`config.mk`:
```
export PLATFORM = sky130hd
export DESIGN_NAME = axi_boot_rom_slave
export DESIGN_NICKNAME = d
export VERILOG_FILES = /design/src/rtl/axi_boot_rom_slave.sv
export SDC_FILE = /design/constraint.sdc
export NUM_CORES = 1
export LEC_CHECK = 0
export CAP_MARGIN = 20
export CORE_MARGIN = 2
export CORE_UTILIZATION = 38
export CTS_CLUSTER_SIZE = 10
export DETAILED_ROUTE_END_ITERATION = 7
export PLACE_DENSITY = 0.85
export SLEW_MARGIN = 40
export SYNTH_ARGS = -nofsm -noshare
export SYNTH_HDL_FRONTEND = slang
export SYNTH_SLANG_ARGS = --single-unit
```
`constraint.sdc`:
```
create_clock -name clk -period 2.9 [get_ports clk]
set_input_delay 0.58 -clock clk [delete_from_list [all_inputs] [get_ports clk]]
set_output_delay 0.58 -clock clk [all_outputs]
set_load 0.01 [all_outputs]
```
`src/rtl/axi_boot_rom_slave.sv`:
```
// AXI4 read-only responder for the MCU boot ROM: serves reads one beat per two cycles
// from a 1-cycle-latency synchronous ROM and answers every write with an error.
module axi_boot_rom_slave #(
   parameter int AXI_ADDR_WIDTH = 32,
   parameter int AXI_DATA_WIDTH = 32,
   parameter int AXI_ID_WIDTH   = 4,
   parameter int ROM_ADDR_WIDTH = 12,
   parameter logic [AXI_ADDR_WIDTH-1:0] ROM_START_ADDR = 'h8000
) (
   input  logic                      clk,
   input  logic                      rst,
   input  logic [AXI_ID_WIDTH-1:0]   ar_id,
   input  logic [AXI_ADDR_WIDTH-1:0] ar_addr,
   input  logic [7:0]                ar_len,
   input  logic [1:0]                ar_burst,
   input  logic                      ar_valid,
   output logic                      ar_ready,
   output logic [AXI_ID_WIDTH-1:0]   r_id,
   output logic [AXI_DATA_WIDTH-1:0] r_data,
   output logic [1:0]                r_resp,
   output logic                      r_last,
   output logic                      r_valid,
   input  logic                      r_ready,
   input  logic [AXI_ID_WIDTH-1:0]   aw_id,
   input  logic [AXI_ADDR_WIDTH-1:0] aw_addr,
   input  logic                      aw_valid,
   output logic                      aw_ready,
   input  logic [AXI_DATA_WIDTH-1:0] w_data,
   input  logic                      w_last,
   input  logic                      w_valid,
   output logic                      w_ready,
   output logic [AXI_ID_WIDTH-1:0]   b_id,
   output logic [1:0]                b_resp,
   output logic                      b_valid,
   input  logic                      b_ready,
   output logic                      rom_req,
   output logic [ROM_ADDR_WIDTH-1:0] rom_addr,
   input  logic [AXI_DATA_WIDTH-1:0] rom_rdata
);

   // state   | meaning
   // R_IDLE  | waiting for AR
   // R_FETCH | ROM strobe for the current beat (skipped strobe if out of window)
   // R_DATA  | beat presented on R, held until r_ready
   // W_IDLE  | waiting for AW
   // W_DATA  | sinking W beats until w_last
   // W_RESP  | error response presented on B, held until b_ready
   typedef enum logic [1:0] {R_IDLE, R_FETCH, R_DATA} r_state_t;
   typedef enum logic [1:0] {W_IDLE, W_DATA, W_RESP} w_state_t;

   localparam logic [1:0] RESP_OKAY   = 2'b00;
   localparam logic [1:0] RESP_SLVERR = 2'b10;
   localparam logic [1:0] RESP_DECERR = 2'b11;

   localparam logic [AXI_ADDR_WIDTH:0] WIN_LO = {1'b0, ROM_START_ADDR};
   localparam logic [AXI_ADDR_WIDTH:0] WIN_HI =
      WIN_LO + ((AXI_ADDR_WIDTH+1)'(1) << (ROM_ADDR_WIDTH + 2));

   function automatic logic in_window(input logic [AXI_ADDR_WIDTH-1:0] a);
      logic [AXI_ADDR_WIDTH:0] aw;
      aw = {1'b0, a[AXI_ADDR_WIDTH-1:2], 2'b00};
      return (aw >= WIN_LO) && (aw < WIN_HI);
   endfunction

   r_state_t r_state, r_state_nxt;
   w_state_t w_state, w_state_nxt;

   logic [AXI_ID_WIDTH-1:0]   rid_q, bid_q;
   logic [AXI_ADDR_WIDTH-1:0] addr_q, next_addr, next_off;
   logic [8:0]                beats_q;
   logic                      fixed_q, range_q, w_range_q;
   logic [ROM_ADDR_WIDTH-1:0] rom_addr_q;
   logic                      load_addr, last_beat;

   assign next_off = next_addr - ROM_START_ADDR;
   assign r_id     = rid_q;
   assign b_id     = bid_q;
   assign rom_addr = rom_addr_q;

   always_ff @(posedge clk) begin
      if (rst) begin
         r_state <= R_IDLE;
         w_state <= W_IDLE;
      end else begin
         r_state <= r_state_nxt;
         w_state <= w_state_nxt;
      end
   end

   always_comb begin
      r_state_nxt = r_state;
      ar_ready    = 1'b0;
      r_valid     = 1'b0;
      r_last      = 1'b0;
      r_resp      = RESP_OKAY;
      r_data      = '0;
      rom_req     = 1'b0;
      load_addr   = 1'b0;
      next_addr   = addr_q;
      last_beat   = (beats_q == 9'd1);
      case (r_state)
         R_IDLE: begin
            ar_ready  = ~rst;
            next_addr = ar_addr;
            if (ar_valid && !rst) begin
               load_addr   = 1'b1;
               r_state_nxt = R_FETCH;
            end
         end
         R_FETCH: begin
            rom_req     = range_q;
            r_state_nxt = R_DATA;
         end
         R_DATA: begin
            r_valid   = 1'b1;
            r_last    = last_beat;
            r_resp    = range_q ? RESP_OKAY : RESP_DECERR;
            r_data    = range_q ? rom_rdata : '0;
            // WRAP is deliberately handled as INCR
            next_addr = fixed_q ? addr_q : addr_q + AXI_ADDR_WIDTH'(4);
            if (r_ready) begin
               if (last_beat) begin
                  r_state_nxt = R_IDLE;
               end else begin
                  load_addr   = 1'b1;
                  r_state_nxt = R_FETCH;
               end
            end
         end
         default: r_state_nxt = R_IDLE;
      endcase
   end

   always_ff @(posedge clk) begin
      if (rst) begin
         rid_q      <= '0;
         addr_q     <= '0;
         beats_q    <= '0;
         fixed_q    <= 1'b0;
         range_q    <= 1'b0;
         rom_addr_q <= '0;
      end else begin
         if (ar_ready && ar_valid) begin
            rid_q   <= ar_id;
            beats_q <= {1'b0, ar_len} + 9'd1;
            fixed_q <= (ar_burst == 2'b00);
         end else if (r_valid && r_ready && !last_beat) begin
            beats_q <= beats_q - 9'd1;
         end
         // ROM address only moves for in-window beats so rom_rdata stays valid
         if (load_addr) begin
            addr_q  <= next_addr;
            range_q <= in_window(next_addr);
            if (in_window(next_addr))
               rom_addr_q <= next_off[ROM_ADDR_WIDTH+1:2];
         end
      end
   end

   always_comb begin
      w_state_nxt = w_state;
      aw_ready    = 1'b0;
      w_ready     = 1'b0;
      b_valid     = 1'b0;
      b_resp      = RESP_OKAY;
      case (w_state)
         W_IDLE: begin
            aw_ready = ~rst;
            if (aw_valid && !rst) w_state_nxt = W_DATA;
         end
         W_DATA: begin
            w_ready = 1'b1;
            if (w_valid && w_last) w_state_nxt = W_RESP;
         end
         W_RESP: begin
            b_valid = 1'b1;
            b_resp  = w_range_q ? RESP_SLVERR : RESP_DECERR;
            if (b_ready) w_state_nxt = W_IDLE;
         end
         default: w_state_nxt = W_IDLE;
      endcase
   end

   always_ff @(posedge clk) begin
      if (rst) begin
         bid_q     <= '0;
         w_range_q <= 1'b0;
      end else if (aw_ready && aw_valid) begin
         bid_q     <= aw_id;
         w_range_q <= in_window(aw_addr);
      end
   end

   logic unused_bits;
   assign unused_bits = ^{w_data, next_off};

endmodule

```
== Yosys cells after proc, flatten, opt, wreduce, memory -nomap -nowiden ==
Index checks and enable logic that the tools add are counted.
Cells by class
  equal/unequal tests: 10
  bitwise operators: 1
  reductions and logical operators: 18
  $lt $le $gt $ge: 4
  multiplexer cells: 29
  $add $sub $neg: 4
Operator list (number)
  2-to-1 mux 32 bit: 3
  greater-or-equal comparator 32 x 16 -> 1 bit, second input constant: 2
  less-than comparator 32 x 16 -> 1 bit, second input constant: 2
  case mux 32 bit (2 select lines): 1
  adder 32 x 3 -> 32 bit, second input constant: 1
  2-to-1 mux 9 bit: 2
  2-to-1 mux 2 bit: 8
  subtractor 14 x 1 -> 14 bit, second input constant: 1
  2-to-1 mux 1 bit: 12
  case mux 2 bit (3 select lines): 2
  inequality test 2 bit, second input constant: 5
  adder 8 x 1 -> 9 bit, second input constant: 1
  equality test 9 x 1 -> 1 bit, second input constant: 1
  logical AND 1 bit: 9
  subtractor 9 x 1 -> 9 bit, second input constant: 1
  logical NOT 2 bit: 3
  equality test 2 x 1 -> 1 bit, second input constant: 2
  equality test 2 bit, second input constant: 2
  AND reduction 2 bit: 2
  AND reduction 3 bit: 1
  logical NOT 1 bit: 2
  case mux 1 bit (2 select lines): 1
  nonzero test 2 bit: 1
  inverter 1 bit: 1
Storage, ports and cells
  register bits: 68
  input bits: 154
  output and inout bits: 63
  logic and storage cells: 76

== Depth between registers and ports, before layout ==
Gate-level depths: netlist (run 1).
  depth after elaboration: 6
  gate-level depth with buffers: 12
  mapped depth without buffers: 10

== Worst setup path before layout (run 1) ==
Ideal clock, no wire load.
  path type: register to register
  from: register addr_q[2]
  to: register rom_addr_q[10], in the netlist rom_addr[10]
  required time: 2.779 ns
  library setup time: 0.121 ns
  clock period less this slack: 2.800 ns
  cell stages (with the launch flop): 11
  slack: 0.100 ns
  path buffers: 1
  data arrival time: 2.679 ns
  cells stage by stage: dfxtp_1 > ha_1 > nand4b_4 > nor4_4 > nand4_1 > and3_1 > or3_4 > nor4_4 > nand4_4 > buf_6 > mux2_4
On the way
  cells in the longest elaborated chain, start to end: 6
  elaborated cells between the ends (all ways): 8
  classes of those cells: 2 x add/sub; 2 x order compare; 2 x mux; 2 x reduce/logical
RTL lines
  start, declared: RTL line 69  | logic [AXI_ADDR_WIDTH-1:0] addr_q, next_addr, next_off;
  start signal, assigned: RTL line 152  | addr_q <= next_addr;
  adder 32 x 3 -> 32 bit: RTL line 120  | next_addr = fixed_q ? addr_q : addr_q + AXI_ADDR_WIDTH'(4);
  2-to-1 mux 32 bit: RTL line 120
  case mux 32 bit (2 select lines) *: RTL line 101  | case (r_state)
  greater-or-equal comparator 32 x 16 -> 1 bit or less-than comparator 32 x 16 -> 1 bit (tied branches): RTL line 62  | return (aw >= WIN_LO) && (aw < WIN_HI);
  logical AND 1 bit: RTL line 62
  AND reduction 2 bit (no line)
  end signal, assigned: RTL line 155  | rom_addr_q <= next_off[ROM_ADDR_WIDTH+1:2];
  end, declared: RTL line 72  | logic [ROM_ADDR_WIDTH-1:0] rom_addr_q;
Mark *: on every way between the ends. The rest lies on a longest branch, timed or not.
A chain may end at the register's enable or synchronous reset.

== Worst setup path after layout (run 1) ==
  from: register r_state[0]
  to: output port r_data[20]
On the way
  cells in the longest elaborated chain, start to end: 2
RTL lines
  start, declared: RTL line 65  | r_state_t r_state, r_state_nxt;
  start signal, assigned: RTL line 85  | r_state <= r_state_nxt;
  equality test 2 bit: RTL line 101
  2-to-1 mux 32 bit: RTL line 101
  end, declared: RTL line 19  | output logic [AXI_DATA_WIDTH-1:0] r_data,
Every way passes these cells.

==> summary.md, run 1 <==
STA puts the critical path data required time at 2.32 ns. The maximum VDD drop is 0.334 mV. The final reports fail on design-rule violations.

From synthesis to final layout, the design area changed by 52.7%. After filler insertion, the fill cell instance count of the layout stands at 996. The post-route antenna net violation count is 0, and the cell leakage power is 2.77 nW.

In the post-synthesis netlist, the biggest area contributors are dfxtp_1 (29%), nor2_1 (7.4%), a21oi_1 (5.8%), and3_1 (5.5%), nand2_1 (5.2%). STA classifies the critical path startpoint as a register. Final critical delay including setup and external delays: 2.79 ns. The count of endpoints failing hold in the final timing report is 0.

Clock-pin slew was measured on the worst setup and hold paths at 0.06 ns. The utilization of the core after routing was 0.598. By count the netlist is led by nor2_1 (89), dfxtp_1 (66), nand2_1 (63), a21oi_1 (52), and3_1 (40).

The launching instance or port of the critical path was r_state[0]. The width of the chip was 113 um. Counting every net in the synthesized netlist gives 773. The synthesized area per cell is 7.33 sq um.

In the post-synthesis netlist, the cell with the most instances is nor2_1. The number of sinks driven by the clock tree was 66. Summing all multi-input logic gate instances after layout gives 2940 sq um. The buffer cell driving the clock tree root was clkbuf_16. Entering global routing, the biggest net connects 54 pins.

The number of antenna violations at the first check in global routing was 0; the maximum achievable frequency was 358 MHz. The tools report the capture instance of the worst register-to-register path as rom_addr[11]. Among all flip-flop cells after synthesis, the most frequent one is dfxtp_1. The via count normalized by instance count is 5.51, and the slew at the pin closest to its max-slew limit is 0.552 ns. Leaving out filler cells and counting taps, the final layout contains 942. The area fraction of the dominant cell type after synthesis is 0.293, and the largest fanout of any net on the critical path is 39. During synthesis, Yosys emitted a total of 0 warnings. After detailed routing, the average wire length per cell comes to 15.4 um.

The setup slack after placement was 0.0615 ns; the detailed placer's ending HPWL was 10,700 um. Summed over all nets, the switching power comes to 815 uW. After detailed routing, the total wire length is 14,500 um. The largest area contributor in the synthesized netlist was dfxtp_1. At the later pin of the worst-skew pair, clock insertion delay measures 0.33 ns. The clock passes through at most 2 buffers. In this run, distinct cell masters in the synthesized netlist total 63. The most critical setup path has its endpoint at r_data[20]. Setup repair after global routing left no endpoint under its margin. The net switching fraction of the power is 0.286, and the final hold slack is 0.452 ns. Setup slack closes at 0.107 ns.

The logs give 0.400 for the portion of total power attributed to the clock network and 1320 sq um for the combined flip-flop and latch cell area. The post-route fraction of the period consumed by the critical path came out at 0.963. The tools report the data arrival time of the critical path as 2.21 ns. Power spread over the standard cell area amounts to 413 nW/um^2.

The run gives 0.240 as the proportion of power drawn by combinational gates. For the total global routing overflow, the log shows 0. Clock tree synthesis inserted a total of 9 buffers. For this run, the post-layout net count is 952. The post-synthesis sequential element count came out at 66. The tools report the startpoint of the worst-slack reg-to-reg timing path as addr_q[9]. Port buffering added 168 buffers.

Pin placement for this block handled 217 I/O pins. Path category of the worst min-delay check: register to register. The number of flops mapped to enable cells by yosys was 0; the sequential share of the synthesized area was 0.293. For this block, the initial DRC count from the detailed router was 293. The finished cells cover 6890 sq um. Sort of element at the end of the critical path: an output pin. The site row count was 39.

The quantity of hold-fixing buffers added after cts is 0, and the final weighted congestion in routability-driven placement is 0.902. Kind of critical path: register to output pin. The share of synthesized registers carrying an async set or reset is 0, and the count of mapped cells out of synthesis is 615.

TritonCTS built the clock tree. On the final layout, the worst clock skew is 0.00673 ns. The total count of max-transition violations in the final report is 0, and the total placed instance area is 6540 sq um. The H-tree was split into 3 levels. The first global-routing pass estimated 23,200 um of wire. The internal power component was 2.03 mW.

Setup violations remaining at the end of the flow were counted as 0. Counting tap cells, the placed design contains a total of 925 instances. The run gives 0 as the max-capacitance violation count.

The die outline height is 113 um, and the total chip power is 2.85 mW. The run gives 4,722 as the via count of the first global-routing pass. The setup TNS after final layout was 0 ns.

Measured in cells, the most critical reg-to-reg path has a length of 10. The tools report the sequential share of power as 0.360. The flow ran to the end, but the final reports show violations.

For the number of optimization iterations in the first detailed-route pass, the log shows 8. The die covers 12,800 sq um. The initial core utilization came out at 0.392. The total via count after detailed routing was 5,190; the global-route usage over all layers was 0.222. In this run the cell area of the synthesized design comes to 4510 sq um. The register-to-register setup slack is 0.13 ns. The tools report the worst relative slew slack as 0.627.

The final routed DRC violation total is 19. 0 antenna diodes ended up in the layout. The area of the core was 11,500 sq um; the fraction of layout cells with a size suffix above 1 was 0.125.
==> power groups by stage <==
stage,combinational (mW),sequential (mW),clock (mW)
after CTS,0.672,1.02,1.15
after global placement,0.657,1.04,0
after global routing,0.746,1.03,1.20
after detailed placement,0.667,1.04,0
final,0.682,1.02,1.14
after floorplan,0.361,1.03,0
==> per-layer routing <==
metal | wire [um] | GRT usage | share of wire
met1 | 5980 | 0.274 | 0.41
met2 | 7030 | 0.392 | 0.49
met3 | 1260 | 0.0509 | 0.087
met4 | 204 | 0.0537 | 0.014
met5 | 0 | 0 | 0
==> sequential cells by signal (all words and copies together), names as in the netlist <==
name,flops
rom_addr,12
range_q,1
w_range_q,1
fixed_q,1
addr_q,30
w_state,2
b_id,4
r_state,2
r_id,4
beats_q,9
==> final cells by class <==
cell class / instances / share of cell area
clock buffers: 11 / 0.0367
clock inverters: 5 / 0.00890
inverters: 10 / 0.00545
multi-input cells: 487 / 0.427
flip-flops and latches: 66 / 0.192
well taps: 143 / 0.0260
repair buffers: 220 / 0.304
==> kinds of logic (layout without fill, tap and decap cells) <==
group                    Yosys count  in the layout  synth area share
XOR/XNOR                          17             17            0.0330
AND/OR/NAND/NOR                  319            319             0.373
multiplexers                      18             18            0.0499
buffers and inverters             62            246            0.0572
AO/OA/AOI/OAI                    129            129             0.182
flip-flops                        66             66             0.293
adder cells (fa/ha/maj)            4              4            0.0111
==> critical path, stage by stage (launching register included) <==
cell             delay (ns)
dfxtp_1                0.35
buf_4                  0.21
nand2b_1               0.20
inv_1                  0.15
buf_12                 0.20
and3_1                 0.21
clkdlybuf4s50_1        0.54
==> layout by cell type, fill, tap and decap left out, types with 7 or more instances in the layout <==
cell type / count
nand2_1: 63
a211oi_1: 18
nand3_1: 22
mux2_4: 8
o21ai_0: 11
buf_4: 50
nor3_1: 24
clkdlybuf4s50_1: 167
nor2_1: 89
o22ai_1: 14
a21oi_1: 52
and3_1: 40
nand4_1: 16
nor2b_1: 15
inv_1: 8
clkbuf_16: 9
xnor2_1: 7
dfxtp_1: 65
xor2_1: 10
==> how the worst min path moves through the flow <==
stage / startpoint / endpoint / slack, ns / cells after the start
2_1_floorplan: w_state[1] / w_state[0] / 0.45 / 1
3_3_place_gp: range_q / range_q / 0.44 / 2
3_5_place_dp: range_q / range_q / 0.45 / 2
4_1_cts: b_id[3] / b_id[3] / 0.46 / 2
5_1_grt: b_id[3] / b_id[3] / 0.47 / 2
6_report: range_q / range_q / 0.45 / 2
==> what timing repair did <==
action                                  in CTS  in global routing
gates resized for setup                      1                  5
hold endpoints to repair                     0                  0
buffers inserted                             0                  1
pin swaps                                    0                  2
endpoints found under the setup margin       1                 21
Power figures use the tool's default switching activity.
==> run 2: changes to the inputs <==
Settings changed: GPL_ROUTABILITY_DRIVEN from default to 1.
==> results of run 2 <==
The final DEF is identical to that of run 1; final timing and power are the same.
==> run 3: changes to the inputs <==
Settings changed: CORE_MARGIN 2 to default.
==> summary.md, run 3 (same netlist as run 1, synthesis figures left out) <==
The kind of critical path is register to register. For the total global routing overflow, the log shows 0 (unchanged). Tracing the worst setup path back leads to its startpoint at addr_q[3].

Largest buffer count on any clock path: 2 (unchanged). Site row count: 39 (unchanged). For the insertion delay to the later sink of the worst-skew pair, the log shows 0.33 ns (about the same). The max-capacitance violation count is 0 (unchanged).

The tools report the critical path capture point as rom_addr[9]. For the register-to-register setup slack, the log shows 0.13 ns (about the same). The cell leakage power is 2.78 nW (+0.17%). The buffer cell driving the clock tree root is clkbuf_16.

The tools report the internal power component as 2.14 mW (+5.2%). The tools report the number of H-tree branching levels as 3 (unchanged). The library cells used most frequently in the layout, excluding fill and tap cells, are clkdlybuf4s50_1 (167), nor2_1 (89), dfxtp_1 (65). For the number of clock buffers inserted by TritonCTS, the log shows 9 (unchanged). Setup repair after global routing left no endpoint under its margin. The tools report the capture instance of the worst register-to-register path as rom_addr[9]. The worst register-to-register path begins at addr_q[3]. Global-route usage over all layers: 0.229 (+0.00794). The flow ran to the end, and the final reports show no timing, DRC or antenna violations.

The logs give 0 (-19) for the final routed DRC violation total and 0 (unchanged) for the count of endpoints failing hold in the final timing report. The tools report the reported net switching power as 797 uW (-2.2%). The sort of element at the end of the critical path was a register. The logs give 2.99 ns (+0.78 ns) for the data arrival time of the critical path and 0 (unchanged) for the number of antenna violations at the first check in global routing.

The maximum achievable frequency was 361 MHz (+0.95%); the via count normalized by instance count was 5.63 (+2.2%). For the final non-filler cell area, the log shows 6900 sq um (+0.18%). Die outline height: 111 um (-1.8%).

TritonCTS built the clock tree. The largest fanout of any net on the critical path works out to 13 (-67%). The most frequent standard cell in the layout excluding fill and tap cells was clkdlybuf4s50_1.

The number of sinks driven by the clock tree was 66 (unchanged); the fraction of layout cells with a size suffix above 1 was 0.122 (-0.00330). The number of port buffers was 168 (unchanged); the number of antenna cells inserted was 0 (unchanged). The power density relative to cell area was 425 nW/um^2 (+2.9%); the area of the core was 11,500 sq um (-0.42%). Sequential share of power: 0.350 (-0.010). The run gives 0.232 (-0.008) as the proportion of power drawn by combinational gates. The global-route wire length before repair was 23,200 um (about the same). The total count of max-transition violations in the final report is 0 (unchanged). The post-layout net count is 949 (-0.32%). The final routed wire length divided by cell count was 15.3 um (-0.61%).

The register with the most flip-flops in the final layout is addr_q. The maximum VDD drop is 0.237 mV (-29%). The total wire length is 14,300 um (-0.93%).

The logs give 0.602 (+0.00364) for the utilization of the core after routing and 5 (-3) for the number of optimization iterations in the first detailed-route pass. The post-route antenna net violation count is 0 (unchanged), and the I/O pin total is 217 (unchanged). Flip-flop count of the largest register, all copies and words added: 30 (unchanged). STA classifies the critical path startpoint as a register.

The maximum number of pins on one net before global-route repair came out at 48 (-11%). The path category of the worst min-delay check is register to register. The cell depth of the worst flop-to-flop path was 10 (unchanged).

The CTS clock-pin slew for the worst setup and hold paths works out to 0.05 ns (about the same). The slew at the pin closest to its max-slew limit works out to 0.516 ns (-0.0360 ns). The tools report the portion of total power attributed to the clock network as 0.418 (+0.018). The logs give 1,047 (+5.1%) for the number of filler cells placed in the layout and 3.12 ns (+0.80 ns) for the data required time at the worst endpoint. The detailed placer's ending HPWL was 10,400 um (-2.6%); the total chip power was 2.93 mW (+3.1%). The net switching fraction of the power was 0.272 (-0.0146); the via count of the first global-routing pass was 4,847 (+2.6%).

The total via count after detailed routing was 5,286 (+1.8%); the post-route fraction of the period consumed by the critical path was 0.954 (-0.00905). The run gives 0 ns (unchanged) as the setup TNS after final layout. The run gives 0 (unchanged) as the count of endpoints failing setup in the final report. The width of the chip was 111 um (-1.8%). The run gives 6530 sq um (-0.15%) as the total placed instance area.

For the final weighted congestion in routability-driven placement, the log shows 0.868 (-3.7%). The final critical delay including setup and external delays was 2.77 ns (-0.0263 ns). The tools report the die footprint as 12,300 sq um (-3.5%). Signed area change from the synthesized netlist to the final layout: 53.0%. The initial core utilization was 0.393 (+0.00167); the worst relative slew slack was 0.653 (+0.0255). Number of DRC violations after detailed-routing iteration 0: 375 (+28%). The worst clock skew on the final layout was 0.00632 ns (-0.000405 ns).
[run 3: changes by cell type in the layout (fill, tap and decap cells not counted), sizes merged]
cell	delta
bufinv	+1
clkbuf	+1
clkinv	+1
buf	-3
clkinvlp	-2
inv	-1
[run 3: cell type report]
type	instances	area (sq um)	share of cell area
multi-input combinational	487	2940	0.426
clock inverter	4	72.6	0.0105
timing repair buffer	217	2090	0.302
tap	143	179	0.0259
clock buffer	12	267	0.0386
inverter	10	37.5	0.00544
sequential	66	1320	0.192
[run 3: power groups by stage]
stage / sequential [mW] / clock (mW) / combinational, mW
6_report: 1.03 / 1.23 / 0.679
3_5_place_dp: 1.04 / 0 / 0.665
5_1_grt: 1.03 / 1.28 / 0.743
4_1_cts: 1.02 / 1.24 / 0.673
3_3_place_gp: 1.04 / 0 / 0.651
2_1_floorplan: 1.03 / 0 / 0.361
[run 3: critical path: stages, from the launching register on]
cell and delay, ns:
dfxtp_1 0.33, ha_1 0.24, nand4b_4 0.14, nor4_4 0.29, nand4_1 0.16, and3_1 0.20
or3_4 0.38, nor4_4 0.28, nand4_4 0.14, buf_12 0.18, mux2_4 0.30
[run 3: what timing repair did]
item | CTS | global route
resized for setup | 3 | 3
hold buffers | 0 | 0
setup endpoints to repair | 32 | 21
pin swaps | 0 | 1
buffers inserted | 0 | 1
[run 3: worst min path at each step]
stage	cells past startpoint	endpoint	startpoint
after global placement	2	range_q	range_q
after CTS	2	range_q	range_q
final	2	range_q	range_q
after global routing	2	b_id[2]	b_id[2]
after floorplan	1	w_state[0]	w_state[1]
after detailed placement	2	range_q	range_q
[run 3: through the flow]
stage               hold slack (ns)  cells  setup slack [ns]
CTS                           0.454    938            0.0595
detailed placement            0.447    922            0.0420
floorplan                     0.446    615            0.0997
global route                  0.480    939          0.000350
global placement              0.438    922             0.119
finish                        0.452    939             0.134
[run 3: metal layers]
metal,track usage,up-vias,share of wire,routed length [um]
met2,0.399,249,0.48,6910
met3,0.0498,38,0.077,1110
met5,0,-,0,0
li1,-,2574,-,-
met4,0.0942,0,0.026,379
met1,0.272,2425,0.41,5940
